**config.mk**
```make
export PLATFORM = sky130hd
export DESIGN_NAME = aes_mem_arbiter_flat
export DESIGN_NICKNAME = d
export VERILOG_FILES = /design/src/rtl/aes_mem_arbiter_pkg.sv /design/src/rtl/aes_mem_arbiter_if.sv /design/src/rtl/aes_mem_arbiter_rr_arbiter.sv /design/src/rtl/aes_mem_arbiter.sv /design/src/flat_wrapper.sv
export SDC_FILE = /design/constraint.sdc
export NUM_CORES = 1
export LEC_CHECK = 0
export CELL_PAD_IN_SITES_DETAIL_PLACEMENT = 0
export CELL_PAD_IN_SITES_GLOBAL_PLACEMENT = 1
export CORE_MARGIN = 5
export CORE_UTILIZATION = 24
export CTS_CLUSTER_DIAMETER = 30
export DETAILED_ROUTE_END_ITERATION = 8
export PLACE_DENSITY = 0.9
export SLEW_MARGIN = 10
export SYNTH_ARGS = -nofsm -noshare
export SYNTH_HDL_FRONTEND = slang
export SYNTH_HIERARCHICAL = 1
export SYNTH_SLANG_ARGS = --single-unit
```
**constraint.sdc**
```tcl
create_clock -name clk_in -period 6.2 [get_ports clk_in]
set_input_delay 0.62 -clock clk_in [delete_from_list [all_inputs] [get_ports clk_in]]
set_output_delay 0.62 -clock clk_in [all_outputs]
set_load 0.02 [all_outputs]
```
**src/rtl/aes_mem_arbiter_pkg.sv**
```systemverilog
// Shared types and helpers for the AES scratch-memory arbiter.
package aes_mem_arbiter_pkg;

   localparam int AES_DATA_W = 32;
   localparam int AES_ADDR_W = 10;
   localparam int MAX_REQ    = 16;
   localparam int REQ_IDX_W  = 4;

   typedef logic [REQ_IDX_W-1:0] req_idx_t;

   // Lock ownership state: nobody owns the ports, or one requester owns both.
   typedef enum logic [0:0] {
      LOCK_IDLE = 1'b0,
      LOCK_HELD = 1'b1
   } lock_state_e;

   // Index of the set bit of a one-hot vector (0 when the vector is empty).
   function automatic req_idx_t onehot2idx(input logic [MAX_REQ-1:0] onehot);
      req_idx_t idx;
      idx = '0;
      for (int i = 0; i < MAX_REQ; i++) begin
         if (onehot[i]) begin
            idx = idx | req_idx_t'(i);
         end else begin
            idx = idx;
         end
      end
      return idx;
   endfunction

endpackage

```
**src/rtl/aes_mem_arbiter_if.sv**
```systemverilog
// Requester-side and memory-side bus of the AES scratch-memory arbiter.
interface aes_mem_arbiter_if #(
   parameter int NUM_REQ = 3,
   parameter int DATA_W  = 32,
   parameter int ADDR_W  = 10
);
   localparam int BE_W = DATA_W / 8;

   logic [NUM_REQ-1:0]        req_in;
   logic [NUM_REQ-1:0]        wr_in;
   logic [NUM_REQ-1:0]        lock_in;
   logic [NUM_REQ*ADDR_W-1:0] addr_in;
   logic [NUM_REQ*DATA_W-1:0] wdata_in;
   logic [NUM_REQ*BE_W-1:0]   be_in;
   logic [NUM_REQ-1:0]        gnt_out;
   logic [NUM_REQ-1:0]        rvalid_out;
   logic [DATA_W-1:0]         rdata_out;
   logic [NUM_REQ-1:0]        owner_out;
   logic [ADDR_W-1:0]         mem_rd_addr_out;
   logic [ADDR_W-1:0]         mem_wr_addr_out;
   logic [BE_W-1:0]           mem_we_out;
   logic [DATA_W-1:0]         mem_wdata_out;
   logic [DATA_W-1:0]         mem_rdata_in;

   // Requesters and the memory model sit on this side.
   modport master (
      output req_in, wr_in, lock_in, addr_in, wdata_in, be_in, mem_rdata_in,
      input  gnt_out, rvalid_out, rdata_out, owner_out,
             mem_rd_addr_out, mem_wr_addr_out, mem_we_out, mem_wdata_out
   );

   // The arbiter sits on this side.
   modport slave (
      input  req_in, wr_in, lock_in, addr_in, wdata_in, be_in, mem_rdata_in,
      output gnt_out, rvalid_out, rdata_out, owner_out,
             mem_rd_addr_out, mem_wr_addr_out, mem_we_out, mem_wdata_out
   );
endinterface

```
**src/rtl/aes_mem_arbiter_rr_arbiter.sv**
```systemverilog
// Combinational round-robin picker with optional fixed host priority.
module aes_rr_arbiter
   import aes_mem_arbiter_pkg::*;
#(
   parameter int NUM_REQ   = 3,
   parameter bit HOST_PRIO = 1'b0
) (
   input  logic [NUM_REQ-1:0] elig,
   input  req_idx_t           ptr,
   output logic [NUM_REQ-1:0] gnt,
   output req_idx_t           ptr_nxt
);
   logic               found_v;
   int                 dist_v;
   logic [MAX_REQ-1:0] gnt_ext_s;
   req_idx_t           gnt_idx_s;

   // Pick the eligible requester closest to the pointer; the host jumps the queue when prioritised.
   always_comb begin
      gnt     = '0;
      found_v = 1'b0;
      dist_v  = 0;
      if (HOST_PRIO && elig[0]) begin
         gnt[0]  = 1'b1;
         found_v = 1'b1;
      end else begin
         for (int k = 0; k < NUM_REQ; k++) begin
            for (int i = 0; i < NUM_REQ; i++) begin
               dist_v = i - int'(ptr);
               if (dist_v < 0) begin
                  dist_v = dist_v + NUM_REQ;
               end else begin
                  dist_v = dist_v;
               end
               if (!found_v && elig[i] && (dist_v == k)) begin
                  gnt[i]  = 1'b1;
                  found_v = 1'b1;
               end else begin
                  found_v = found_v;
               end
            end
         end
      end
   end

   // Advance past the winner; prioritised host grants leave the rotation untouched.
   always_comb begin
      gnt_ext_s                = '0;
      gnt_ext_s[NUM_REQ-1:0]   = gnt;
      gnt_idx_s                = onehot2idx(gnt_ext_s);
      if ((|gnt) && !(HOST_PRIO && gnt[0])) begin
         if (gnt_idx_s == req_idx_t'(NUM_REQ - 1)) begin
            ptr_nxt = '0;
         end else begin
            ptr_nxt = gnt_idx_s + req_idx_t'(1);
         end
      end else begin
         ptr_nxt = ptr;
      end
   end

endmodule

```
**src/rtl/aes_mem_arbiter.sv**
```systemverilog
// Multi-requester front end for the AES scratch memory: independent read/write
// round-robin ports, an ownership lock, and a tagged read-return pipeline.
module aes_mem_arbiter
   import aes_mem_arbiter_pkg::*;
#(
   parameter int NUM_REQ   = 3,
   parameter int DATA_W    = AES_DATA_W,
   parameter int ADDR_W    = AES_ADDR_W,
   parameter int RD_LAT    = 2,
   parameter bit HOST_PRIO = 1'b0
) (
   input logic              clk_in,
   input logic              rst_n_in,
   aes_mem_arbiter_if.slave bus
);
   localparam int BE_W = DATA_W / 8;

   lock_state_e        lock_state_r, lock_state_nxt_s;
   logic [NUM_REQ-1:0] owner_r, owner_nxt_s;
   logic [NUM_REQ-1:0] elig_mask_s, rd_cand_s, wr_cand_s;
   logic [NUM_REQ-1:0] rd_gnt_s, wr_gnt_s, lock_gnt_s, lock_pick_s;
   req_idx_t           rd_ptr_r, rd_ptr_nxt_s, wr_ptr_r, wr_ptr_nxt_s;
   logic [ADDR_W-1:0]  rd_addr_sel_s, rd_addr_hold_r, wr_addr_sel_s;
   logic [DATA_W-1:0]  wdata_sel_s;
   logic [BE_W-1:0]    be_sel_s;
   logic [NUM_REQ-1:0] tag_r [RD_LAT];

   // Grants are combinational, so they are also suppressed while reset is held.
   assign rd_cand_s = bus.req_in & ~bus.wr_in & elig_mask_s & {NUM_REQ{rst_n_in}};
   assign wr_cand_s = bus.req_in &  bus.wr_in & elig_mask_s & {NUM_REQ{rst_n_in}};

   aes_rr_arbiter #(.NUM_REQ(NUM_REQ), .HOST_PRIO(HOST_PRIO)) u_rd_arb (
      .elig(rd_cand_s), .ptr(rd_ptr_r), .gnt(rd_gnt_s), .ptr_nxt(rd_ptr_nxt_s)
   );

   aes_rr_arbiter #(.NUM_REQ(NUM_REQ), .HOST_PRIO(HOST_PRIO)) u_wr_arb (
      .elig(wr_cand_s), .ptr(wr_ptr_r), .gnt(wr_gnt_s), .ptr_nxt(wr_ptr_nxt_s)
   );

   // If read and write grants both ask for the lock, the lower index takes it.
   assign lock_gnt_s  = (rd_gnt_s | wr_gnt_s) & bus.lock_in;
   assign lock_pick_s = lock_gnt_s & (~lock_gnt_s + NUM_REQ'(1'b1));

   // Lock state and owner register.
   always_ff @(posedge clk_in or negedge rst_n_in) begin
      if (!rst_n_in) begin
         lock_state_r <= LOCK_IDLE;
         owner_r      <= '0;
      end else begin
         lock_state_r <= lock_state_nxt_s;
         owner_r      <= owner_nxt_s;
      end
   end

   // Take the lock on a locking grant; release when the owner stops locking or stops requesting.
   always_comb begin
      lock_state_nxt_s = lock_state_r;
      owner_nxt_s      = owner_r;
      case (lock_state_r)
         LOCK_IDLE: begin
            if (|lock_pick_s) begin
               lock_state_nxt_s = LOCK_HELD;
               owner_nxt_s      = lock_pick_s;
            end else begin
               lock_state_nxt_s = LOCK_IDLE;
               owner_nxt_s      = '0;
            end
         end
         LOCK_HELD: begin
            if (((owner_r & bus.req_in) == '0) || ((owner_r & bus.lock_in) == '0)) begin
               lock_state_nxt_s = LOCK_IDLE;
               owner_nxt_s      = '0;
            end else begin
               lock_state_nxt_s = LOCK_HELD;
               owner_nxt_s      = owner_r;
            end
         end
         default: begin
            lock_state_nxt_s = LOCK_IDLE;
            owner_nxt_s      = '0;
         end
      endcase
   end

   // While locked only the owner may compete on either port.
   always_comb begin
      elig_mask_s = {NUM_REQ{1'b1}};
      case (lock_state_r)
         LOCK_IDLE: elig_mask_s = {NUM_REQ{1'b1}};
         LOCK_HELD: elig_mask_s = owner_r;
         default:   elig_mask_s = {NUM_REQ{1'b1}};
      endcase
   end

   // One-hot grants make an OR-mux sufficient for the selected lane.
   always_comb begin
      rd_addr_sel_s = '0;
      wr_addr_sel_s = '0;
      wdata_sel_s   = '0;
      be_sel_s      = '0;
      for (int i = 0; i < NUM_REQ; i++) begin
         rd_addr_sel_s = rd_addr_sel_s | ({ADDR_W{rd_gnt_s[i]}} & bus.addr_in[i*ADDR_W +: ADDR_W]);
         wr_addr_sel_s = wr_addr_sel_s | ({ADDR_W{wr_gnt_s[i]}} & bus.addr_in[i*ADDR_W +: ADDR_W]);
         wdata_sel_s   = wdata_sel_s   | ({DATA_W{wr_gnt_s[i]}} & bus.wdata_in[i*DATA_W +: DATA_W]);
         be_sel_s      = be_sel_s      | ({BE_W{wr_gnt_s[i]}}   & bus.be_in[i*BE_W +: BE_W]);
      end
   end

   // Round-robin pointers and the read address held across idle cycles.
   always_ff @(posedge clk_in or negedge rst_n_in) begin
      if (!rst_n_in) begin
         rd_ptr_r       <= '0;
         wr_ptr_r       <= '0;
         rd_addr_hold_r <= '0;
      end else begin
         rd_ptr_r       <= rd_ptr_nxt_s;
         wr_ptr_r       <= wr_ptr_nxt_s;
         rd_addr_hold_r <= bus.mem_rd_addr_out;
      end
   end

   // Read tags travel alongside the RAM latency; one slot per stage so tags never collide.
   always_ff @(posedge clk_in or negedge rst_n_in) begin
      if (!rst_n_in) begin
         for (int j = 0; j < RD_LAT; j++) begin
            tag_r[j] <= '0;
         end
      end else begin
         tag_r[0] <= rd_gnt_s;
         for (int j = 1; j < RD_LAT; j++) begin
            tag_r[j] <= tag_r[j-1];
         end
      end
   end

   assign bus.gnt_out         = rd_gnt_s | wr_gnt_s;
   assign bus.owner_out       = owner_r;
   assign bus.rvalid_out      = tag_r[RD_LAT-1];
   assign bus.rdata_out       = rst_n_in ? bus.mem_rdata_in : '0;
   assign bus.mem_rd_addr_out = (|rd_gnt_s) ? rd_addr_sel_s : rd_addr_hold_r;
   assign bus.mem_wr_addr_out = wr_addr_sel_s;
   assign bus.mem_wdata_out   = wdata_sel_s;
   assign bus.mem_we_out      = be_sel_s;

endmodule

```
**src/flat_wrapper.sv**
```systemverilog
// flat-port wrapper written by rule: the top's interface ports become plain ports
module aes_mem_arbiter_flat import aes_mem_arbiter_pkg::*;
#(
   parameter int NUM_REQ   = 3,
   parameter int DATA_W    = AES_DATA_W,
   parameter int ADDR_W    = AES_ADDR_W,
   parameter int RD_LAT    = 2,
   parameter bit HOST_PRIO = 1'b0
)
  (clk_in, rst_n_in, bus_req_in, bus_wr_in, bus_lock_in, bus_addr_in, bus_wdata_in, bus_be_in, bus_mem_rdata_in, bus_gnt_out, bus_rvalid_out, bus_rdata_out, bus_owner_out, bus_mem_rd_addr_out, bus_mem_wr_addr_out, bus_mem_we_out, bus_mem_wdata_out);
  aes_mem_arbiter_if #(.NUM_REQ(NUM_REQ), .DATA_W(DATA_W), .ADDR_W(ADDR_W)) bus_i ();
  input logic clk_in;
  input logic rst_n_in;
  input wire logic [$bits(bus_i.req_in)-1:0] bus_req_in;
  input wire logic [$bits(bus_i.wr_in)-1:0] bus_wr_in;
  input wire logic [$bits(bus_i.lock_in)-1:0] bus_lock_in;
  input wire logic [$bits(bus_i.addr_in)-1:0] bus_addr_in;
  input wire logic [$bits(bus_i.wdata_in)-1:0] bus_wdata_in;
  input wire logic [$bits(bus_i.be_in)-1:0] bus_be_in;
  input wire logic [$bits(bus_i.mem_rdata_in)-1:0] bus_mem_rdata_in;
  output wire logic [$bits(bus_i.gnt_out)-1:0] bus_gnt_out;
  output wire logic [$bits(bus_i.rvalid_out)-1:0] bus_rvalid_out;
  output wire logic [$bits(bus_i.rdata_out)-1:0] bus_rdata_out;
  output wire logic [$bits(bus_i.owner_out)-1:0] bus_owner_out;
  output wire logic [$bits(bus_i.mem_rd_addr_out)-1:0] bus_mem_rd_addr_out;
  output wire logic [$bits(bus_i.mem_wr_addr_out)-1:0] bus_mem_wr_addr_out;
  output wire logic [$bits(bus_i.mem_we_out)-1:0] bus_mem_we_out;
  output wire logic [$bits(bus_i.mem_wdata_out)-1:0] bus_mem_wdata_out;
  assign bus_i.req_in = bus_req_in;
  assign bus_i.wr_in = bus_wr_in;
  assign bus_i.lock_in = bus_lock_in;
  assign bus_i.addr_in = bus_addr_in;
  assign bus_i.wdata_in = bus_wdata_in;
  assign bus_i.be_in = bus_be_in;
  assign bus_i.mem_rdata_in = bus_mem_rdata_in;
  assign bus_gnt_out = bus_i.gnt_out;
  assign bus_rvalid_out = bus_i.rvalid_out;
  assign bus_rdata_out = bus_i.rdata_out;
  assign bus_owner_out = bus_i.owner_out;
  assign bus_mem_rd_addr_out = bus_i.mem_rd_addr_out;
  assign bus_mem_wr_addr_out = bus_i.mem_wr_addr_out;
  assign bus_mem_we_out = bus_i.mem_we_out;
  assign bus_mem_wdata_out = bus_i.mem_wdata_out;
  aes_mem_arbiter #(.NUM_REQ(NUM_REQ), .DATA_W(DATA_W), .ADDR_W(ADDR_W), .RD_LAT(RD_LAT), .HOST_PRIO(HOST_PRIO)) u_core (.clk_in(clk_in), .rst_n_in(rst_n_in), .bus(bus_i));
endmodule
```
==> impl_metrics.ini <==
[pwr]
p_seq_share_pct = 15.0
switching_power_mw = 0.9375
peakVddDrop_uv = 289.4
p_leak_nw = 2.829
switching_share_pct = 47.27
power_density_nw_per_um2 = 303.5
clkPwrFrac_pct = 10.0
comb_power_share_pct = 75.0
p_int_mw = 1.046
power_mw = 1.983

[routing]
routed_wl_mm = 16.78
final_antenna_net_count = 0
wire_per_inst_um = 19.09
remaining_drc_errors = 0
dr.pass1.iters = 8
vias = 4707
viasPerCell = 5.355
drtIter0Drc = 716

[timing]
worst_pin_slew_ns = 0.7909
finalHoldViolCount = 0
setup_tns_ns = 0
slew_violations = 0
skew_ns = 0.005057
final.min_clock_period_ns = 5.507
slew_headroom_pct = 47.27
setup-violations-final = 0
fin_crit_sh_pct = 88.82
rsz0062_at_grt = no
fmax_mhz = 181.6

[synth]
synth_cell_types = 52
synth_cells = 442
async_reset_ff_share_pct = 100.0
synthesis.nets = 645
ys_seq_area_share_pct = 19.89
synth-seq-cells = 28
syn_area_sq_um = 3522
synth-edff-count = 0
syn_area_per_cell_sq_um = 7.969
synth-main-ff-cell = dfrtp_1
yosysWarningCount = 6

[place]
port_buffers = 277
place_congestion = 0.9423
dp_hpwl_mm = 13.71

[min_path]
hold_path_class = flip-flop to flip-flop

[die]
dieWidth_um = 131.1
initial_core_util_pct = 24.33
fp-row-count = 44
io_pins = 278
die_area_sq_um = 17200
die_h_um = 131.1
coreArea_sq_um = 14480

[final_layout]
mostFrequentLayoutCells = 276 x clkdlybuf4s50_1, 66 x inv_1, 58 x a222oi_1
synthToLayoutAreaGrowth_pct = 85.54
num_antenna_cells = 0
nNetsFinal = 899
drive_gt1_share_pct = 5.468
layout_commonest_cell = clkdlybuf4s50_1

[grt]
grt_pass1_wl_mm = 25.84
grt_usage_pct = 17.86
grt_start_max_net_pins = 46
grt_pass1_vias = 4793
grt-ovfl-total = 0
antenna_found_initial = 0

[clock_tree]
ctsResizeCount = 0
postCtsSetupBuffers = 0
path_clk_slew_ns = 0.08
insertion_delay_ns = 0.27
clockRootBuffer = clkbuf_16
htree_num_levels = 1
clock-sinks = 28
cts_buffers = 3
cts_tree = yes
cts_buffer_depth = 2
holdBufCountCts = 0

[worst_setup_path]
startpoint_type = flip-flop
crit_fanout = 39
endpoint_kind = output port
cp.required_ns = 5.58
worstSetupPathType = flip-flop to output port
worstPathArrival_ns = 4.89

[job]
cap_violations = 0

[status]
status = complete, no violations
critical path: stages, from the launching register on:
cell             delay, ns
dfrtp_1               0.69
inv_1                 0.32
ha_1                  0.47
inv_1                 0.14
and4_1                0.22
a22o_1                0.21
or3_1                 0.37
a211oi_2              0.32
a221o_2               0.76
buf_4                 0.31
a222oi_1              0.08
inv_1                 0.10
clkdlybuf4s50_1       0.63
power groups by stage:
stage	Sequential [mW]	Combinational, mW	Clock (mW)
floorplan	0.280	0.873	0
global placement	0.298	1.45	0
detailed placement	0.302	1.47	0
CTS	0.298	1.48	0.203
global route	0.307	1.61	0.210
finish	0.298	1.49	0.198
sequential cells by signal, summed over array words and instances (netlist names):
name	flops
u_core/rd_addr_hold_r	10
u_core/rd_ptr_r	4
u_core/wr_ptr_r	4
u_core/bus.owner_out	3
u_core/bus.rvalid_out	3
u_core/tag_r	3
u_core/lock_state_r	1
final timing paths:
kind | startpoint | end | slack, ns | cells after the start
max reg2reg | u_core/wr_ptr_r[0]$_DFF_PN0_ | u_core/bus.owner_out[2]$_DFFE_PN0P_ | 1.84 | 12
min reg2reg | u_core/tag_r[5]$_DFF_PN0_ | u_core/bus.rvalid_out[2]$_DFF_PN0_ | 0.36 | 0
max in group asynchronous | rst_n_in | u_core/rd_ptr_r[0]$_DFF_PN0_ | 5.19 | 2
min in group asynchronous | rst_n_in | u_core/tag_r[4]$_DFF_PN0_ | 0.72 | 2
min | u_core/tag_r[5]$_DFF_PN0_ | u_core/bus.rvalid_out[2]$_DFF_PN0_ | 0.36 | 0
max | u_core/wr_ptr_r[0]$_DFF_PN0_ | bus_mem_wdata_out[20] | 0.69 | 12
through the flow:
step                hold slack [ns]  worst slack [ns]  util (%)  area (sq um)  instances
floorplan                    0.3244             2.341         -          3522        442
global placement             0.3391             1.189     44.41          6430        875
detailed placement           0.3418             1.037     44.41          6430        875
CTS                          0.3599            0.7131     45.13          6535        879
global route                 0.3675            0.4087     45.13          6535        879
finish                       0.3586            0.6930     45.13          6535        879
kinds of logic after synthesis:
kind of cell | after synthesis | synth area share, %
muxes | 2 | 0.5684
AOI/OAI and AO/OA | 137 | 33.82
xor gates and xnor gates | 10 | 2.487
buffers and inverters | 102 | 11.86
adders and majority gates | 22 | 7.815
DFF | 28 | 19.89
and+or+nand+nor | 141 | 23.55
per-layer routing:
metal	share of wire, %	track usage [%]	wire [um]	up-vias
li1	-	-	-	2171
met1	38	20.61	6419	2205
met2	49	32.53	8299	301
met3	9.9	5.008	1658	30
met4	2.4	4.215	406	0
met5	0	0	0	-
Yosys cell counts (7+ instances only):
cell	n	area (sq um)
nor2b_1	10	62.56
ha_1	22	275.3
o21a_1	9	67.56
a21oi_1	15	75.07
buf_2	7	35.03
a222oi_1	58	580.6
dfrtp_1	28	700.7
o21ai_0	8	40.04
inv_1	66	247.7
buf_1	7	26.28
and2_1	36	225.2
or3_1	11	68.82
clkbuf_1	17	63.81
nor2_1	28	105.1
nand2_1	21	78.83
nor3_1	13	65.06
area by class of cell:
cell class	instances	area, sq um
clock inverters	1	30.03
flip-flops and latches	28	700.7
inverters	66	247.7
fillers	1364	7944
well taps	184	230.2
clock buffers	3	75.07
multi-input cells	312	2424
repair buffers	285	2828
No activity file was read; power rests on OpenSTA's default activity.
